**config.mk**
```make
export PLATFORM = sky130hd
export DESIGN_NAME = mux_channel_scanner
export DESIGN_NICKNAME = d
export VERILOG_FILES = /design/src/rtl/mux_channel_scanner.sv
export SDC_FILE = /design/constraint.sdc
export NUM_CORES = 1
export LEC_CHECK = 0
export CORE_MARGIN = 2
export CORE_UTILIZATION = 55
export DETAILED_ROUTE_END_ITERATION = 10
export DONT_BUFFER_PORTS = 1
export HOLD_SLACK_MARGIN = 0.02
export PLACE_DENSITY = 0.74
export SKIP_LAST_GASP = 1
export SYNTH_ARGS = -nofsm -noshare
export SYNTH_HDL_FRONTEND = slang
export SYNTH_SLANG_ARGS = --single-unit
```
**constraint.sdc**
```tcl
create_clock -name clk -period 1.6 [get_ports clk]
set_input_delay 0.4 -clock clk [delete_from_list [all_inputs] [get_ports clk]]
set_output_delay 0.4 -clock clk [all_outputs]
set_load 0.02 [all_outputs]
```
**src/rtl/mux_channel_scanner.sv**
```systemverilog
// rtl/mux_channel_scanner.sv - drives 4:1 mux selects and collects the four channels into one word per frame.
// Optional SCAN_CONTINUOUS_EN: back-to-back frames while start stays high at frame end.
module mux_channel_scanner #(
  parameter int SETTLE_CYCLES = 2
) (
  input  logic       clk,
  input  logic       rst_n,
  input  logic       start,
  input  logic       mux_out,
  output logic       s1,
  output logic       s0,
  output logic [3:0] data,
  output logic       valid,
  output logic       changed,
  output logic       busy
);

  typedef enum logic [1:0] {
    IDLE   = 2'b00,
    SETTLE = 2'b01,
    SAMPLE = 2'b10
  } state_t;

  localparam logic [3:0] CNT_LAST = 4'(SETTLE_CYCLES - 1);

  state_t     state_q, state_d;
  logic [1:0] sel_q, sel_d;
  logic [3:0] cnt_q, cnt_d;
  logic [2:0] shadow_q, shadow_d;
  logic [3:0] data_q, data_d;
  logic       valid_q, valid_d;
  logic       changed_q, changed_d;
  logic       busy_q, busy_d;
  logic       first_q, first_d;
  logic [3:0] new_word;

  assign new_word = {mux_out, shadow_q};

  always_comb begin
    state_d   = state_q;
    sel_d     = sel_q;
    cnt_d     = cnt_q;
    shadow_d  = shadow_q;
    data_d    = data_q;
    valid_d   = 1'b0;
    changed_d = 1'b0;
    busy_d    = busy_q;
    first_d   = first_q;
    case (state_q)
      IDLE: begin
        sel_d  = 2'b00;
        busy_d = 1'b0;
        if (start) begin
          state_d = SETTLE;
          cnt_d   = 4'd0;
          busy_d  = 1'b1;
        end
      end
      SETTLE: begin
        cnt_d = cnt_q + 4'd1;
        if (cnt_q == CNT_LAST) state_d = SAMPLE;
      end
      SAMPLE: begin
        case (sel_q)
          2'b00:   shadow_d[0] = mux_out;
          2'b01:   shadow_d[1] = mux_out;
          2'b10:   shadow_d[2] = mux_out;
          default: shadow_d    = shadow_q;
        endcase
        cnt_d = 4'd0;
        if (sel_q != 2'b11) begin
          sel_d   = sel_q + 2'd1;
          state_d = SETTLE;
        end else begin
          // last channel goes straight to data; the shadow only holds channels 0..2
          data_d    = new_word;
          valid_d   = 1'b1;
          changed_d = first_q | (new_word != data_q);
          first_d   = 1'b0;
          sel_d     = 2'b00;
`ifdef SCAN_CONTINUOUS_EN
          if (start) begin
            state_d = SETTLE;
            busy_d  = 1'b1;
          end else begin
            state_d = IDLE;
            busy_d  = 1'b0;
          end
`else
          state_d = IDLE;
          busy_d  = 1'b0;
`endif
        end
      end
      default: begin
        state_d = IDLE;
        sel_d   = 2'b00;
        busy_d  = 1'b0;
      end
    endcase
  end

  always_ff @(posedge clk or negedge rst_n) begin
    if (!rst_n) begin
      state_q   <= IDLE;
      sel_q     <= 2'b00;
      cnt_q     <= 4'd0;
      shadow_q  <= 3'b000;
      data_q    <= 4'b0000;
      valid_q   <= 1'b0;
      changed_q <= 1'b0;
      busy_q    <= 1'b0;
      first_q   <= 1'b1;
    end else begin
      state_q   <= state_d;
      sel_q     <= sel_d;
      cnt_q     <= cnt_d;
      shadow_q  <= shadow_d;
      data_q    <= data_d;
      valid_q   <= valid_d;
      changed_q <= changed_d;
      busy_q    <= busy_d;
      first_q   <= first_d;
    end
  end

  assign s1      = sel_q[1];
  assign s0      = sel_q[0];
  assign data    = data_q;
  assign valid   = valid_q;
  assign changed = changed_q;
  assign busy    = busy_q;

endmodule

```
==> flow_summary_export.csv, run 1 <==
group,metric,value,unit
clock_tree,post-cts-setup-buffer-count,0,
global_route,grt_max_degree,20,
sta,fmax,0.737,GHz
detailed_routing,detail_route.wl_per_cell,13.8,um
sta,skew,0.00469,ns
yosys,synthCells,84,
sta,period_minus_slack,1.36,ns
yosys,synth.distinct_cells,27,
clock_tree,ctsHoldBuffers,1,
cells_and_area,final_cell_mix,"dfrtp_1, mux2_2, inv_1, o21ai_0, ha_1",
critical_path,path_cells,"inv_1, ha_1, nand2_1, mux2_2",
critical_path,cp-end-kind,"flip-flop",
global_route,gr-usage-met3,0.0440,
clock_tree,root_buffer,"clkbuf_4",
yosys,synth_seq_area_share,0.508,
global_route,gr-usage-met1,0.206,
cells_and_area,post_route_cells_drive_above_1_share,0.189,
clock_tree,path_clk_slew,0.11,ns
detailed_routing,drt_iter0_drc,1,
clock_tree,clock-sinks,19,
critical_path,crit_arrival,1.54,ns
clock_tree,htree_levels,1,
sta,worst_pin_slew,0.830,ns
clock_tree,clock_path_buffers,2,
cells_and_area,seq_area,477,um2
yosys,synth.net_count,94,
placed_design,dpl.cell_count,101,
detailed_routing,first_pass_iters,3,
critical_path,path_max_fanout,4,
detailed_routing,route.antenna.remaining_nets,0,
cells_and_area,final_common_cell,"dfrtp_1",
placed_design,gp_congestion,0.714,
global_route,grt_util_all_layers,0.177,
die,die_w,45.3,um
power,powerDensity,1490,nW/um2
sta,setup_slack,0.244,ns
clock_tree,cts_buffers,3,
global_route,grt_antenna_before_repair,0,
global_route,grt_pass1_vias,621,
critical_path,crit_slowest_cell,"dfrtp_1",
detailed_routing,drcViolationCount,0,
die,io_pins,13,
yosys,synth_seq_cells,19,
critical_path,cp_data_required_time,1.78,ns
power,power,1500,uW
cells_and_area,multi_input_area,429,um2
placed_design,dpl.hpwl,1090,um
critical_path,crit_family,"flip-flops",
cells_and_area,fin_cells,106,
yosys,synthesis.area,938,um2
clock_tree,clkLatencyLatePin,0.29,ns
global_route,use_met2,0.309,
die,rows,14,
power,leakage,0.000486,uW
detailed_routing,wl,1460,um
detailed_routing,via_per_inst,5.60,
power,peakVddDrop,0.905,mV
critical_path,cpPeakStageDelay,0.52,ns
die,dieHeight,45.3,um
die,coreArea,1560,um2
critical_path,start_kind,"flip-flop",
critical_path,critical_path_class,"flip-flop to flip-flop",
sta,setup_viol,0,
run_status,status,"finished clean",
cells_and_area,area_growth,7.47,%
global_route,top_usage_layer,"met2",
die,initial_core_util,0.602,
clock_tree,post_cts_resized,0,
sta,timing.slew.headroom,0.445,
sta,rsz0062_at_grt,"no",
min_path,hold_path.class,"primary input to flip-flop",
cells_and_area,nFillCells,133,
yosys,avgSynthCellArea,11.2,um2
sta,hold_viol_final,0,
cells_and_area,antenna_cells,0,
placed_design,dpl_worst_slack,0.256,ns
critical_path,cp_num_buf_inv,1,
detailed_routing,vias,594,
job,max_cap_violations,0,
die,die-area,2050,um2
placed_design,portBuffers,0,
cells_and_area,fin_nets,101,
sta,final_max_slew_viol_count,0,
sta,period_share,0.848,
global_route,grt_pass1_wl,2590,um
clock_tree,cts_tree,"built",
sta,setup_tns,0,ns
global_route,grt.overflow.total,0,
yosys,yosysWarningCount,0,
## cell usage after synthesis, drive strengths merged
master / count / share of area
inv: 6 / 0.024
and2: 2 / 0.013
nor3: 2 / 0.011
nor3b: 1 / 0.0080
nand3: 1 / 0.0053
and2b: 1 / 0.0093
nor2: 3 / 0.012
a22o: 1 / 0.0093
ha: 6 / 0.080
o31ai: 1 / 0.0080
o21ai: 6 / 0.032
or3b: 1 / 0.0093
nand2b: 1 / 0.0067
and3b: 1 / 0.0093
xor2: 5 / 0.047
mux2: 7 / 0.084
o31a: 1 / 0.0093
dfrtp: 18 / 0.48
dfstp: 1 / 0.028
o211ai: 2 / 0.016
a21oi: 4 / 0.021
o22ai: 1 / 0.0067
nand3b: 1 / 0.0080
buf: 2 / 0.011
nand2: 6 / 0.032
nor2b: 3 / 0.020
## flip-flops by register name, summed over array words and instances (netlist names)
register / cells
valid: 1
state_q: 2
busy: 1
cnt_q: 4
sel_q: 2
first_q: 1
shadow_q: 3
data: 4
changed: 1
## routing by layer
layer,up-vias,share of wire
met3,2,0.030
met4,0,0.0062
li1,298,-
met1,284,0.47
met5,-,0
met2,10,0.50
## path summary, 6_finish.rpt
path,startpoint,depth (start not counted),endpoint,slack (ns)
max in group asynchronous,rst_n,1,data[0],0.45
worst min register to register,first_q,1,first_q,0.50
worst max register to register,sel_q[1],4,shadow_q[0],0.24
worst min-delay path,mux_out,1,shadow_q[1],0.25
worst max-delay path,sel_q[1],4,shadow_q[0],0.24
min in group asynchronous,rst_n,1,state_q[1],0.64
## metrics by stage
stage	util	hold slack, ns	cell area (um2)
floorplan	-	0.104	938
global placement	0.623	0.105	971
detailed placement	0.623	0.105	971
CTS	0.647	0.239	1010
global route	0.647	0.231	1010
finish	0.647	0.248	1010
## cell families (layout without fill, tap and decap cells)
| kind of cell | count (synthesis) | after routing | share of synthesized area |
|---|---|---|---|
| AOI/OAI and AO/OA | 16 | 16 | 0.103 |
| xor gates and xnor gates | 5 | 5 | 0.0467 |
| adders and majority gates | 6 | 6 | 0.0800 |
| buffers and inverters | 8 | 14 | 0.0347 |
| DFF | 19 | 19 | 0.508 |
| muxes | 7 | 7 | 0.0840 |
| and+or+nand+nor | 23 | 23 | 0.144 |
## power breakdown
group,internal (uW),total [uW],switching (uW)
logic,243,505,262
clock network,92.9,235,142
registers,603,761,158
total,939,1500,562
## worst register-to-register path: stages, from the launching register on
cell	delay (ns)
dfrtp_1	0.52
inv_1	0.13
ha_1	0.21
nand2_1	0.06
mux2_2	0.33
## layout make-up
class                           count  share of cell area
Sequential cell                    19               0.473
Multi-Input combinational cell     57               0.426
Timing Repair Buffer                4              0.0323
Clock buffer                        3              0.0223
Inverter                            6              0.0223
Tap cell                           16              0.0199
Clock inverter                      1             0.00496
(Power assumes the default switching activity.)
==> run 2: changes to the inputs <==
Clock period 1.6 ns to 1.3 ns, I/O delays scaled along.
==> run 2 against run 1 <==
  * Critical endpoint is now data[0]
  * Largest cell class unchanged
  * Global-route usage down 1.0 points
  * Clock skew down 0.0037 ns
  * Final cell count up 3.8%
==> flow_summary_export.csv, run 2 (synthesis gave the netlist of run 1 again) <==
group,metric,value,unit
critical_path,worstSetupEndpoint,"data[0]",
die,io_pins,13,
cells_and_area,final_cell_mix,"dfrtp_1, mux2_2, buf_4",
critical_path,rr_startpoint,"sel_q[0]",
sta,hold_viol_final,0,
clock_tree,clock-sinks,19,
cells_and_area,area_growth,10.7,%
critical_path,cp_data_required_time,1.48,ns
critical_path,crit_arrival,1.44,ns
placed_design,portBuffers,0,
die,die-area,2050,um2
detailed_routing,drcViolationCount,0,
sta,setup_slack,0.0417,ns
cells_and_area,final_util,0.666,
detailed_routing,vias,613,
cells_and_area,stdcell_area,1040,um2
critical_path,worstRegToRegCells,3,
critical_path,path_max_fanout,7,
sta,timing.slew.headroom,0.442,
sta,fmax,0.795,GHz
detailed_routing,first_pass_iters,4,
critical_path,r2r_setup_slack,0.04,ns
power,powerDensity,1820,nW/um2
critical_path,critical_path_class,"flip-flop to flip-flop",
cells_and_area,final_common_cell,"dfrtp_1",
critical_path,startpoint,"sel_q[0]",
placed_design,dpl.hpwl,1070,um
global_route,grt_pass1_wl,2420,um
die,initial_core_util,0.602,
detailed_routing,route.antenna.remaining_nets,0,
clock_tree,cts_tree,"built",
job,max_cap_violations,0,
min_path,hold_path.class,"primary input to flip-flop",
global_route,grt_pass1_vias,590,
cells_and_area,antenna_cells,0,
cells_and_area,fin_nets,105,
clock_tree,clock_path_buffers,2,
global_route,grt_max_degree,20,
die,rows,14,
detailed_routing,via_per_inst,5.57,
sta,skew,0.000996,ns
power,leakage,0.000506,uW
detailed_routing,wl,1500,um
die,die_w,45.3,um
die,coreArea,1560,um2
global_route,grt_util_all_layers,0.166,
sta,final_max_slew_viol_count,0,
sta,rsz0062_at_grt,"yes",
clock_tree,clkLatencyLatePin,0.28,ns
placed_design,gp_congestion,0.792,
cells_and_area,multi_input_area,429,um2
clock_tree,root_buffer,"clkbuf_4",
clock_tree,post-cts-setup-buffer-count,0,
detailed_routing,detail_route.wl_per_cell,13.7,um
clock_tree,htree_levels,1,
detailed_routing,drt_iter0_drc,6,
die,dieHeight,45.3,um
critical_path,cp-end-kind,"flip-flop",
placed_design,dpl_worst_slack,0.0522,ns
sta,period_minus_slack,1.26,ns
run_status,status,"finished clean",
cells_and_area,nFillCells,132,
sta,period_share,0.968,
cells_and_area,seq_area,477,um2
cells_and_area,post_route_cells_drive_above_1_share,0.223,
sta,worst_pin_slew,0.834,ns
sta,setup_viol,0,
power,peakVddDrop,1.21,mV
critical_path,r2r_end,"data[0]",
clock_tree,path_clk_slew,0.11,ns
clock_tree,cts_buffers,3,
global_route,grt.overflow.total,0,
critical_path,start_kind,"flip-flop",
global_route,grt_antenna_before_repair,0,
placed_design,post_dp_cell_area,1000,um2
[run 2: changes by cell type in the layout (fill, tap and decap cells not counted), sizes merged]
cell  delta
buf      +4
[run 2: metrics by stage]
| stage | hold WS, ns | instances | setup TNS (ns) | total power, uW |
|---|---|---|---|---|
| CTS | 0.176 | 110 | 0 | 1900 |
| finish | 0.180 | 110 | 0 | 1890 |
| floorplan | 0.0294 | 84 | 0 | 1390 |
| global placement | 0.0298 | 105 | 0 | 1580 |
| global route | 0.163 | 110 | -0.0588 | 2040 |
| detailed placement | 0.0298 | 105 | 0 | 1590 |
[run 2: layout make-up]
class | count | area share
clock buffer | 3 | 0.0217
multi-input combinational | 57 | 0.413
sequential | 19 | 0.459
tap | 16 | 0.0193
clock inverter | 1 | 0.00482
inverter | 6 | 0.0217
timing repair buffer | 8 | 0.0602
[run 2: worst max-delay path: stages (launching register included)]
cell and delay (ns):
dfrtp_1 0.45, ha_1 0.25, nand2_4 0.11, mux2_2 0.34
[run 2: what timing repair did]
item                                    in CTS  in global routing
endpoints found under the setup margin       0                  5
hold endpoints to repair                    19                  0
resized for setup                            0                  0
hold buffers                                 1                  0
[run 2: worst min path at each step]
stage          depth (start not counted)          end    start  slack (ns)
2_1_floorplan                          0         busy    rst_n        0.03
3_5_place_dp                           0        valid    rst_n        0.03
6_report                               1      data[3]  mux_out        0.18
3_3_place_gp                           0      changed    rst_n        0.03
4_1_cts                                1  shadow_q[1]  mux_out        0.18
5_1_grt                                1  shadow_q[0]  mux_out        0.16
[run 2: layer usage]
| layer | part of all wire | global-route usage | routed length (um) | vias up |
|---|---|---|---|---|
| met1 | 0.46 | 0.210 | 686 | 293 |
| met4 | 0.0087 | 0.0588 | 13 | 0 |
| met5 | 0 | 0 | 0 | - |
| li1 | - | - | - | 308 |
| met3 | 0.034 | 0.0400 | 51 | 2 |
| met2 | 0.50 | 0.277 | 750 | 10 |
[run 2: report_power, final]
part           leakage [uW]  internal [uW]  switching (uW)
registers          0.000238            743             171
clock network     0.0000177            114             174
logic              0.000250            327             365
total              0.000506           1180             709
==> run 3: changes to the inputs <==
--- a/constraint.sdc
+++ b/constraint.sdc
@@ -3,2 +3,2 @@
 set_output_delay 0.325 -clock clk [all_outputs]
-set_load 0.02 [all_outputs]
+set_load 0.1 [all_outputs]
==> run 3 against run 2 <==
  * The flow now finishes with violations (negative setup slack)
  * Final cell count rose by 6.4%
  * Global-route usage increased by 3.3 points
  * Hold slack worse by 0.0083 ns
  * Clock skew about the same
  * Core utilization increased by 13 points
  * Largest cell class unchanged
==> flow_summary_export.csv, run 3 (synthesis gave the netlist of run 1 again) <==
group,metric,value,unit
sta,setup_tns,-0.0812,ns
sta,worst_pin_slew,0.821,ns
die,die_w,45.3,um
detailed_routing,drt_iter0_drc,6,
detailed_routing,detail_route.wl_per_cell,14.4,um
min_path,min-delay-start,"mux_out",
cells_and_area,antenna_cells,0,
min_path,hold_path.class,"primary input to flip-flop",
sta,setup_slack,-0.0377,ns
clock_tree,cts_buffers,3,
clock_tree,clkLatencyLatePin,0.29,ns
global_route,grt.overflow.total,0,
placed_design,portBuffers,0,
cells_and_area,final_util,0.795,
clock_tree,path_clk_slew,0.10,ns
run_status,status,"complete, but fails checks",
detailed_routing,route.antenna.remaining_nets,0,
sta,fmax,0.748,GHz
critical_path,cpPeakStageDelay,0.54,ns
die,initial_core_util,0.602,
global_route,grt_pass1_wl,2750,um
sta,skew,0.00139,ns
sta,setup_viol,4,
sta,period_minus_slack,1.34,ns
critical_path,cp-end-kind,"output port",
power,comb_power_share,0.465,
sta,final_max_slew_viol_count,0,
cells_and_area,area_growth,32.1,%
die,dieHeight,45.3,um
global_route,grt_antenna_before_repair,0,
detailed_routing,wl,1690,um
critical_path,crit_arrival,1.01,ns
sta,rsz0062_at_grt,"yes",
cells_and_area,post_route_cells_drive_above_1_share,0.386,
job,max_cap_violations,0,
die,coreArea,1560,um2
critical_path,cp_data_required_time,0.98,ns
die,rows,14,
critical_path,path_max_fanout,5,
detailed_routing,via_per_inst,5.56,
sta,hold_ws,0.171,ns
clock_tree,clock_path_buffers,2,
power,peakVddDrop,1.40,mV
power,p_clk_frac,0.129,
clock_tree,htree_levels,1,
critical_path,rr_startpoint,"sel_q[0]",
clock_tree,root_buffer,"clkbuf_4",
cells_and_area,final_cell_mix,"dfrtp_1, buf_12, buf_4",
die,die-area,2050,um2
critical_path,start_kind,"flip-flop",
placed_design,gp_congestion,0.734,
clock_tree,cts_tree,"built",
detailed_routing,drcViolationCount,0,
critical_path,crit_slowest_cell,"dfrtp_4",
power,power_frac_seq,0.406,
critical_path,crit_family,"flip-flops",
critical_path,cp_num_buf_inv,1,
global_route,grt_pass1_vias,624,
global_route,grt_max_degree,20,
clock_tree,clock-sinks,19,
run_status,violations,"negative setup slack",
placed_design,dpl.hpwl,1230,um
global_route,grt_util_all_layers,0.199,
detailed_routing,vias,651,
critical_path,startpoint,"sel_q[0]",
critical_path,critical_path_class,"flip-flop to output port",
power,leakage,0.000586,uW
power,p_switching,968,uW
cells_and_area,final_common_cell,"dfrtp_1",
sta,timing.slew.headroom,0.453,
critical_path,path_cells,"buf_12",
die,io_pins,13,
power,p_sw_frac,0.425,
cells_and_area,fin_nets,112,
detailed_routing,first_pass_iters,3,
power,power.internal,1310,uW
power,powerDensity,1840,nW/um2
sta,hold_viol_final,0,
sta,period_share,1.03,
power,power,2280,uW
-- run 3: changes by cell type in the layout (fill, tap and decap cells not counted), moves of 2 or more --
cell and change:
ha_2 +3, mux2_4 +4, inv_2 +2, dfrtp_2 +4, buf_12 +8, dfrtp_4 +2, dfrtp_1 -6, inv_1 -2
mux2_2 -4, ha_1 -4
-- run 3: layout make-up --
class,count,area (um2)
sequential,19,489
multi-input combinational,57,464
fill,94,319
timing repair buffer,15,218
clock buffer,4,26.3
inverter,6,22.5
tap,16,20.0
-- run 3: final timing paths --
| check | endpoint | slack [ns] | cells past startpoint |
|---|---|---|---|
| max in group asynchronous | sel_q[0] | 0.52 | 1 |
| hold / removal | data[3] | 0.17 | 1 |
| setup reg to reg | shadow_q[0] | 0 | 5 |
| setup / recovery | s0 | -0.04 | 1 |
| hold reg to reg | first_q | 0.51 | 1 |
| min in group asynchronous | valid | 0.18 | 1 |
-- run 3: power by group through the flow --
stage          registers, uW  clock network (uW)  logic, uW
2_1_floorplan           1150                   0        484
3_3_place_gp             915                   0        949
3_5_place_dp             928                   0        969
4_1_cts                  919                 302       1060
5_1_grt                  947                 333       1150
6_report                 923                 293       1060
-- run 3: timing repair --
| item | CTS | global route |
|---|---|---|
| hold endpoints to repair | 19 | 0 |
| buffers inserted | 2 | 0 |
| hold buffers | 1 | 0 |
| resized for setup | 6 | 2 |
| setup endpoints to repair | 2 | 7 |
-- run 3: per-stage QoR --
step / worst slack, ns / instances / area, um2
5_1_grt: -0.0735 / 117 / 1240
6_report: -0.0377 / 117 / 1240
3_5_place_dp: 0.0696 / 110 / 1160
3_3_place_gp: 0.0733 / 110 / 1160
4_1_cts: -0.0460 / 117 / 1240
2_1_floorplan: -0.0649 / 84 / 986
-- run 3: routing by layer --
layer / global-route usage / routed length, um / vias to the layer above
met5: 0 / 0 / -
met4: 0.106 / 34 / 0
met3: 0.0440 / 60 / 4
met2: 0.337 / 863 / 13
met1: 0.234 / 727 / 316
li1: - / - / 318
